===== src/rtl/ex_stage_pkg.sv =====
// Shared widths, ALU operation/class codes and divider state encoding for the EX stage.
package ex_stage_pkg;

    localparam int unsigned ALU_OP_W   = 8;
    localparam int unsigned ALU_SEL_W  = 3;
    localparam int unsigned REG_W      = 32;
    localparam int unsigned REG_ADDR_W = 5;

    localparam logic [ALU_OP_W-1:0] OP_NOP  = 8'b0000_0000;
    localparam logic [ALU_OP_W-1:0] OP_AND  = 8'b0010_0100;
    localparam logic [ALU_OP_W-1:0] OP_OR   = 8'b0010_0101;
    localparam logic [ALU_OP_W-1:0] OP_XOR  = 8'b0010_0110;
    localparam logic [ALU_OP_W-1:0] OP_NOR  = 8'b0010_0111;
    localparam logic [ALU_OP_W-1:0] OP_SLL  = 8'b0111_1100;
    localparam logic [ALU_OP_W-1:0] OP_SRL  = 8'b0000_0010;
    localparam logic [ALU_OP_W-1:0] OP_SRA  = 8'b0000_0011;
    localparam logic [ALU_OP_W-1:0] OP_ADDU = 8'b0010_0001;
    localparam logic [ALU_OP_W-1:0] OP_SUBU = 8'b0010_0011;
    localparam logic [ALU_OP_W-1:0] OP_SLT  = 8'b0010_1010;
    localparam logic [ALU_OP_W-1:0] OP_SLTU = 8'b0010_1011;
    localparam logic [ALU_OP_W-1:0] OP_DIV  = 8'b0001_1010;
    localparam logic [ALU_OP_W-1:0] OP_DIVU = 8'b0001_1011;

    localparam logic [ALU_SEL_W-1:0] SEL_NOP   = 3'b000;
    localparam logic [ALU_SEL_W-1:0] SEL_LOGIC = 3'b001;
    localparam logic [ALU_SEL_W-1:0] SEL_SHIFT = 3'b010;
    localparam logic [ALU_SEL_W-1:0] SEL_ARITH = 3'b100;

    typedef enum logic [1:0] {
        DIV_IDLE = 2'b00,
        DIV_BUSY = 2'b01,
        DIV_DONE = 2'b10,
        DIV_ZERO = 2'b11
    } div_state_e;

    function automatic logic [REG_W-1:0] magnitude(input logic [REG_W-1:0] v, input logic is_signed);
        return (is_signed && v[REG_W-1]) ? (~v + 1'b1) : v;
    endfunction

endpackage


===== src/rtl/ex_stage_div.sv =====
// Radix-2 restoring divider: one quotient bit per cycle on operand magnitudes, signs fixed up on output.
module div
    import ex_stage_pkg::*;
(
    input  logic                 clk,
    input  logic                 rst,
    input  logic                 signed_div,
    input  logic [REG_W-1:0]     opdata1,
    input  logic [REG_W-1:0]     opdata2,
    input  logic                 start,
    input  logic                 annul,
    output logic [2*REG_W-1:0]   result,
    output logic                 ready
);

    div_state_e       state, next_state;
    logic [5:0]       cnt;
    logic [REG_W-1:0] rem, quo, dvs;
    logic             neg_q, neg_r;

    logic [REG_W:0]   shifted;
    logic [REG_W-1:0] trial;
    logic             fits;

    always_comb begin
        shifted = {rem, quo[REG_W-1]};
        trial   = shifted[REG_W-1:0] - dvs;
        fits    = shifted >= {1'b0, dvs};
    end

    always_comb begin
        next_state = state;
        unique case (state)
            DIV_IDLE: if (start) next_state = (opdata2 == '0) ? DIV_ZERO : DIV_BUSY;
            DIV_BUSY: if (cnt == 6'd31) next_state = DIV_DONE;
            DIV_DONE: next_state = DIV_IDLE;
            DIV_ZERO: next_state = DIV_IDLE;
            default:  next_state = DIV_IDLE;
        endcase
        if (annul) next_state = DIV_IDLE;
    end

    always_ff @(posedge clk or posedge rst) begin
        if (rst) begin
            state <= DIV_IDLE;
            cnt   <= '0;
            rem   <= '0;
            quo   <= '0;
            dvs   <= '0;
            neg_q <= 1'b0;
            neg_r <= 1'b0;
        end else begin
            state <= next_state;
            if (state == DIV_IDLE && next_state == DIV_BUSY) begin
                quo   <= magnitude(opdata1, signed_div);
                dvs   <= magnitude(opdata2, signed_div);
                rem   <= '0;
                cnt   <= '0;
                neg_q <= signed_div && (opdata1[REG_W-1] ^ opdata2[REG_W-1]);
                neg_r <= signed_div && opdata1[REG_W-1];
            end else if (state == DIV_IDLE && next_state == DIV_ZERO) begin
                // Zero divisor: the raw dividend is parked in quo and returned as HI.
                quo   <= opdata1;
                neg_q <= 1'b0;
                neg_r <= 1'b0;
            end else if (state == DIV_BUSY) begin
                rem <= fits ? trial : shifted[REG_W-1:0];
                quo <= {quo[REG_W-2:0], fits};
                cnt <= cnt + 6'd1;
            end
        end
    end

    always_comb begin
        ready  = 1'b0;
        result = '0;
        if (!annul) begin
            if (state == DIV_DONE) begin
                ready  = 1'b1;
                result = {neg_r ? (~rem + 1'b1) : rem,
                          neg_q ? (~quo + 1'b1) : quo};
            end else if (state == DIV_ZERO) begin
                ready  = 1'b1;
                result = {quo, {REG_W{1'b1}}};
            end
        end
    end

endmodule


===== src/rtl/ex_stage.sv =====
// Execute stage: combinational ALU, destination passthrough and multi-cycle divide with pipeline stall.
module ex_stage
    import ex_stage_pkg::*;
(
    input  logic                  clk,
    input  logic                  rst,
    input  logic [ALU_OP_W-1:0]   ex_aluop,
    input  logic [ALU_SEL_W-1:0]  ex_alusel,
    input  logic [REG_W-1:0]      ex_reg1,
    input  logic [REG_W-1:0]      ex_reg2,
    input  logic [REG_ADDR_W-1:0] ex_wd,
    input  logic                  ex_wreg,
    input  logic                  flush,
    output logic [REG_ADDR_W-1:0] wd_o,
    output logic                  wreg_o,
    output logic [REG_W-1:0]      wdata_o,
    output logic                  whilo_o,
    output logic [REG_W-1:0]      hi_o,
    output logic [REG_W-1:0]      lo_o,
    output logic                  stallreq_o
);

    logic               is_div;
    logic [REG_W-1:0]   logic_res, shift_res, arith_res;
    logic [2*REG_W-1:0] div_result;
    logic               div_ready;

    assign is_div = (ex_aluop == OP_DIV) || (ex_aluop == OP_DIVU);

    div u_div (
        .clk        (clk),
        .rst        (rst),
        .signed_div (ex_aluop == OP_DIV),
        .opdata1    (ex_reg1),
        .opdata2    (ex_reg2),
        .start      (is_div),
        .annul      (flush),
        .result     (div_result),
        .ready      (div_ready)
    );

    always_comb begin
        logic_res = '0;
        shift_res = '0;
        arith_res = '0;
        unique case (ex_aluop)
            OP_OR:   logic_res = ex_reg1 | ex_reg2;
            OP_AND:  logic_res = ex_reg1 & ex_reg2;
            OP_XOR:  logic_res = ex_reg1 ^ ex_reg2;
            OP_NOR:  logic_res = ~(ex_reg1 | ex_reg2);
            OP_SLL:  shift_res = ex_reg2 << ex_reg1[4:0];
            OP_SRL:  shift_res = ex_reg2 >> ex_reg1[4:0];
            OP_SRA:  shift_res = $unsigned($signed(ex_reg2) >>> ex_reg1[4:0]);
            OP_ADDU: arith_res = ex_reg1 + ex_reg2;
            OP_SUBU: arith_res = ex_reg1 - ex_reg2;
            OP_SLT:  arith_res = {{(REG_W-1){1'b0}}, $signed(ex_reg1) < $signed(ex_reg2)};
            OP_SLTU: arith_res = {{(REG_W-1){1'b0}}, ex_reg1 < ex_reg2};
            default: ;
        endcase
    end

    // Stall holds ID/EX, so the DIV op stays visible until the divider reports ready.
    always_comb begin
        wd_o       = '0;
        wreg_o     = 1'b0;
        wdata_o    = '0;
        stallreq_o = 1'b0;
        if (!rst) begin
            wd_o       = ex_wd;
            wreg_o     = ex_wreg && !is_div;
            stallreq_o = is_div && !div_ready;
            unique case (ex_alusel)
                SEL_LOGIC: wdata_o = logic_res;
                SEL_SHIFT: wdata_o = shift_res;
                SEL_ARITH: wdata_o = arith_res;
                default:   wdata_o = '0;
            endcase
        end
    end

    assign whilo_o = div_ready;
    assign hi_o    = div_result[2*REG_W-1:REG_W];
    assign lo_o    = div_result[REG_W-1:0];

endmodule


===== config.mk =====
export PLATFORM = sky130hd
export DESIGN_NAME = ex_stage
export DESIGN_NICKNAME = d
export VERILOG_FILES = /design/src/rtl/ex_stage_pkg.sv /design/src/rtl/ex_stage_div.sv /design/src/rtl/ex_stage.sv
export SDC_FILE = /design/constraint.sdc
export NUM_CORES = 1
export LEC_CHECK = 0
export ABC_AREA = 1
export BUFFER_PORTS_ARGS = -buffer_cell sky130_fd_sc_hd__buf_2
export CORE_ASPECT_RATIO = 1.1
export CORE_MARGIN = 3
export CORE_UTILIZATION = 35
export DETAILED_ROUTE_END_ITERATION = 8
export GPL_TIMING_DRIVEN = 0
export PLACE_DENSITY = 0.56
export SLEW_MARGIN = 20
export SYNTH_ARGS = -nofsm -noshare
export SYNTH_HDL_FRONTEND = slang
export SYNTH_SLANG_ARGS = --single-unit

===== constraint.sdc =====
create_clock -name clk -period 11.74 [get_ports clk]
set_clock_uncertainty 0.1 [all_clocks]
set_input_delay 0.587 -clock clk [delete_from_list [all_inputs] [get_ports clk]]
set_output_delay 0.587 -clock clk [all_outputs]
set_load 0.01 [all_outputs]

==> metrics.txt, run 1 <==
drt first-iter violations=3601; synthesized net count=4393; IO Port Bufs=187; max incr delay on CP=0.52 ns; status=finished, final reports clean; setup TNS=0 ns; CP max FO=10; clock-pin slew on the worst setup and hold paths=0.08 ns; Final HPWL DP=106.8 mm; crit share post-route=46.47%; slowest cell on the critical path=clkbuf_1; Ys Warns=0; WL/cell=24.62 um; R2R Setup Slk=8.70 ns; Synth Cell Area=21960 um2; worst slew pin tran=1.111 ns; cell row count=95; Initial Util=35.66%; RSZ-0062 raised after global routing=false; fraction of layout instances using a drive strength above 1=7.225%; ys flop type=dfrtp_1; core region area=61570 um2; post-cts gate resize count=0; r2r endpoint=u_div.rem[29]; Vias/cell=5.727; die area=65780 um2; register area share after synthesis=12.08%; Post-Synthesis Cells=4170; global-route wire length before repair=182.2 mm; Peak VDD IR=0.00008478 V; element type at the critical path end=output pin; Overall Global Routing Usage=37.48%; fmax=0.1833 GHz; post-synthesis cell type count=53; Via Count=29.77k; drt pass-1 iters=6; largest net degree at the start of global routing=74; Clock Tree Root=clkbuf_16; htree depth=3; fraction of registers with async set/reset=100.0%; gpl congestion=1.054; Pwr per Cell Area=102.9 nW/um2; Die Height=268.7 um; WHS=0.1668 ns; CP Launch Type=input port; vias in the first global route=27.29k; grt total ovfl=0; area grow syn2layout=10.58%; Post-synth EDFFs=0; Num CTS Buffers=9; clk_lat worst skew=0.38 ns; Final min period=5.455 ns; Crit path arrival time=4.77 ns; fin. max-slew vios=0; Final #Nets=4592; I/O pin count=188; final core utilization=39.43%; Crit path required time=11.05 ns; die width=244.8 um; Min-Delay Path Class=input port to async pin; CTS sink cnt=106; Max transition margin=25.94%; Yosys reg bits=106; Post-route DRC=0; postcts setup bufs=0; Post-CTS Hold Fix Bufs=0; syn_area_per_cell=5.266 um2; CP dominant cell by count=nand2_1; final setup fails=0; antenna violations before repair=1; Worst Setup Path Type=input port to output pin; P_leak=12.76 nW; final hold viol count=0; post-route ant nets=0; clk buf depth=2; ANT cells=0; final WL=128.0 mm; CTS tree=done; RR Startpoint=u_div.rem[18]; cells along the critical path=buf_2, buf_2, clkinv_1, clkbuf_1, ha_1, clkbuf_1, nand2_1, and2_1, nand2_1, nand3b_1, nand2_1, nand2_1, nand2_1, nand3_1, nand2_1, nand2_1, a21oi_1, buf_2; R2R cell count=14; Max-Cap Viols=0
==> per-stage QoR <==
stage	worst slack (ns)	cells	power [mW]	cell area [um2]
final	6.285	5198	2.497	24280
after global routing	6.111	5198	2.671	24280
after CTS	6.445	5198	2.457	24270
after detailed placement	6.449	5182	2.115	23960
after global placement	4.649	5181	2.116	23920
after floorplan	7.069	4170	1.537	21960
==> Yosys cell counts (45+ instances only) <==
cell | count | area [um2]
xor2_1 | 65 | 569.3
nand2_1 | 1258 | 4722
nand3_1 | 599 | 2998
a21oi_1 | 241 | 1206
inv_1 | 559 | 2098
dfrtp_1 | 106 | 2653
nor2_1 | 441 | 1655
nor3_1 | 45 | 225.2
buf_2 | 52 | 260.3
ha_1 | 136 | 1702
clkbuf_1 | 86 | 322.8
o21ai_0 | 244 | 1221
==> critical path: cells and delay by family <==
family          cells  cell delay [ns]
compound gates      1             0.37
fa+ha+maj           1             0.46
buf+inv             6             1.93
simple gates       10             1.39
==> registers in the layout (all words and copies together), names as in the netlist <==
name	cells
u_div.cnt	6
u_div.dvs	32
u_div.neg_q	1
u_div.neg_r	1
u_div.quo	32
u_div.rem	32
u_div.state	2
==> kinds of logic (layout without fill, tap and decap cells) <==
logic type	count (synthesis)	count (layout)	share of synthesized area (%)
AOI/OAI and AO/OA	652	652	16.12
xor gates and xnor gates	81	81	3.231
adders and majority gates	139	139	8.023
buffers and inverters	738	942	13.20
DFF	106	106	12.08
muxes	1	1	0.04559
and+or+nand+nor	2453	2453	47.31
==> power by group <==
part           leakage (nW)  internal (mW)  switching (mW)
Sequential             1.23          0.456           0.195
Combinational          11.4          0.438            1.07
Clock                 0.155          0.171           0.165
Total                  12.8           1.07            1.43
==> cell type report <==
cell class                 instances  area [um2]
multi-input combinational       3326       16410
fill                            7330       37290
tap                              824        1031
inverter                         573        2158
buffer                           165       744.5
clock inverter                     7       92.59
clock buffer                       9       225.2
sequential                       106        2653
timing repair buffer             188       963.4
==> cell usage in the layout, fill, tap and decap left out, drive strengths merged, types with 10 or more instances in the layout <==
cell type / synthesis / routed
o21bai: 16 / 16
nand3b: 13 / 13
a31oi: 19 / 19
nor2: 451 / 451
buf: 79 / 267
dfrtp: 106 / 106
o211ai: 23 / 23
o31ai: 10 / 10
o22ai: 23 / 23
clkbuf: 86 / 95
ha: 136 / 136
nand4: 44 / 44
nand2: 1265 / 1265
nand3: 605 / 605
a21oi: 244 / 244
o21ai: 288 / 288
and2: 14 / 14
xor2: 65 / 65
inv: 570 / 573
xnor2: 16 / 16
nor3: 49 / 49
==> layer usage <==
layer  vias to the layer above  track usage (%)  share of wire, %
li1                      13920                -                 -
met4                         2            23.42               7.7
met1                     13660            47.06                39
met5                         -                0            0.0078
met3                       429            5.589               9.1
met2                      1756            60.65                44
==> worst max path at each step <==
stage                           from  cells after the start     endpoint
final                     ex_reg1[3]                     18  wdata_o[20]
after global routing      ex_reg1[3]                     18  wdata_o[28]
after CTS                 ex_reg1[2]                     19  wdata_o[20]
after detailed placement  ex_reg1[2]                     19  wdata_o[20]
after global placement           rst                      6  wdata_o[23]
after floorplan                  rst                      4  wdata_o[10]
Note: power is estimated with default switching activity, not from simulation.
==> inputs of run 2 (changes only) <==
==> constraint.sdc (replaced) <==
create_clock -name clk -period 5.2 [get_ports clk]
set_clock_uncertainty 0.1 [all_clocks]
set_input_delay 0.26 -clock clk [delete_from_list [all_inputs] [get_ports clk]]
set_output_delay 0.26 -clock clk [all_outputs]
set_load 0.01 [all_outputs]
==> run 2 against run 1 <==
  * Sequential share of layout area about the same
  * Total power up 130%
  * Via count is essentially flat
  * Clock power grew 130%
  * Register-to-register slack lost 6.5 ns
  * First-iteration DRC count is 1.7% higher
  * Largest cell class unchanged
==> metrics.txt, run 2 (synthesis results as in run 1) <==
status=finished, final reports clean; Final min period=4.769 ns; ANT cells=0; setup slack after layout=0.4311 ns; Worst Setup Path Type=input port to output pin; Max transition margin=24.94%; drt first-iter violations=3664; cell row count=95; clk buf depth=2; Post-route DRC=0; RR Startpoint=u_div.rem[18]; die width=244.8 um; Final HPWL DP=106.8 mm; CTS tree=done; min-delay src=flush; fmax=0.2097 GHz; Hold Crit Depth=4; I/O pin count=188; power after layout=5.637 mW; post-cts gate resize count=0; hold worst-path end=u_div.state[1]; worst slew pin tran=1.126 ns; drt pass-1 iters=8; Peak VDD IR=0.0001924 V; crit share post-route=91.71%; Min-Delay Path Class=input port to register; post-place setup slack=0.5635 ns; largest net degree at the start of global routing=74; Max-Cap Viols=0; Fill cells=7329; Crit path arrival time=4.41 ns; CP Launch Type=input port; fraction of layout instances using a drive strength above 1=7.223%; gpl congestion=1.054; Post-Place Cells=5182; Vias/cell=5.725; clock-pin slew on the worst setup and hold paths=0.08 ns; final core utilization=39.45%; die area=65780 um2; fin. max-slew vios=0; Die Height=268.7 um; top flop regs=u_div.dvs: 32 flops, u_div.quo: 32 flops, u_div.rem: 32 flops; final WL=128.1 mm; element type at the critical path end=output pin; Final #Nets=4593; R2R Setup Slk=2.16 ns; vias in the first global route=27.30k; Overall Global Routing Usage=37.48%; clk_lat worst skew=0.38 ns; RSZ-0062 raised after global routing=false; Pwr per Cell Area=232.1 nW/um2; grt total ovfl=0; antenna violations before repair=1; area grow syn2layout=10.62%; global-route wire length before repair=182.2 mm; most frequent cells in the layout=1258 x nand2_1, 599 x nand3_1, 558 x inv_1, 441 x nor2_1, 244 x o21ai_0; fin cells=5199; Clock Tree Root=clkbuf_16; P_leak=12.77 nW; most common cell after layout, fill and taps aside=nand2_1; Num CTS Buffers=9; R2R cell count=14; IO Port Bufs=187; CP max FO=10; r2r endpoint=u_div.rem[29]; Initial Util=35.66%; core region area=61570 um2; post-route ant nets=0; WL/cell=24.64 um; Via Count=29.76k; htree depth=3; final hold viol count=0; final setup fails=0; CTS sink cnt=106; WHS=0.2627 ns; Crit path required time=4.84 ns
run 2: cell types whose count changed in the layout (fill, tap and decap cells not counted):
cell           previous run  this run
dlygate4sd3_1             0         1
run 2: metal layers:
metal	share of wire, %	wire, um	track usage [%]
met1	39	50440	47.06
met4	7.5	9663	23.42
met5	0.0078	10	0
met2	44	56310	60.67
met3	9.1	11680	5.589
run 2: layout make-up:
type                    instances  area (um2)  share of cell area, %
plain buffers                 165       744.5                  3.065
clock buffers                   9       225.2                 0.9272
clock inverters                 7       92.59                 0.3812
inverters                     573        2158                  8.886
multi-input cells            3326       16410                  67.57
flip-flops and latches        106        2653                  10.92
well taps                     824        1031                  4.245
repair buffers                189       973.4                  4.008
run 2: power by group:
part | total [mW] | internal (mW) | switching (mW)
logic | 3.41 | 0.990 | 2.42
registers | 1.47 | 1.03 | 0.437
clock network | 0.760 | 0.387 | 0.373
total | 5.64 | 2.41 | 3.23
run 2: how the worst max path moves through the flow:
stage	start	end	slack [ns]	cells past startpoint
after CTS	ex_reg1[2]	wdata_o[20]	0.56	19
final	ex_reg1[2]	wdata_o[20]	0.43	19
after global routing	ex_reg1[3]	wdata_o[28]	0.22	18
after global placement	rst	wdata_o[23]	-1.24	6
after detailed placement	ex_reg1[2]	wdata_o[20]	0.56	19
after floorplan	rst	wdata_o[10]	1.18	4
run 2: worst max-delay path, stage by stage:
cell      delay, ns
buf_2          0.14
buf_2          0.24
inv_2          0.19
clkbuf_1       0.86
ha_1           0.38
buf_2          0.17
inv_1          0.19
nand2_1        0.11
nand2_1        0.10
and2_1         0.18
nand2_1        0.09
nand3b_1       0.24
nand2_1        0.11
nand3_1        0.09
nand3_1        0.11
nand2_1        0.16
nand2_1        0.16
a21oi_1        0.37
buf_2          0.21
run 2: metrics by stage:
step / cell area (um2) / TNS, ns
after floorplan: 21960 / 0
after global placement: 23920 / -32.10
after detailed placement: 23960 / 0
after CTS: 24280 / 0
after global routing: 24290 / 0
final: 24290 / 0
run 2: timing repair:
item,in CTS,in global routing
endpoints found under the hold margin,33,0
setup buffers,0,0
hold buffers,1,0
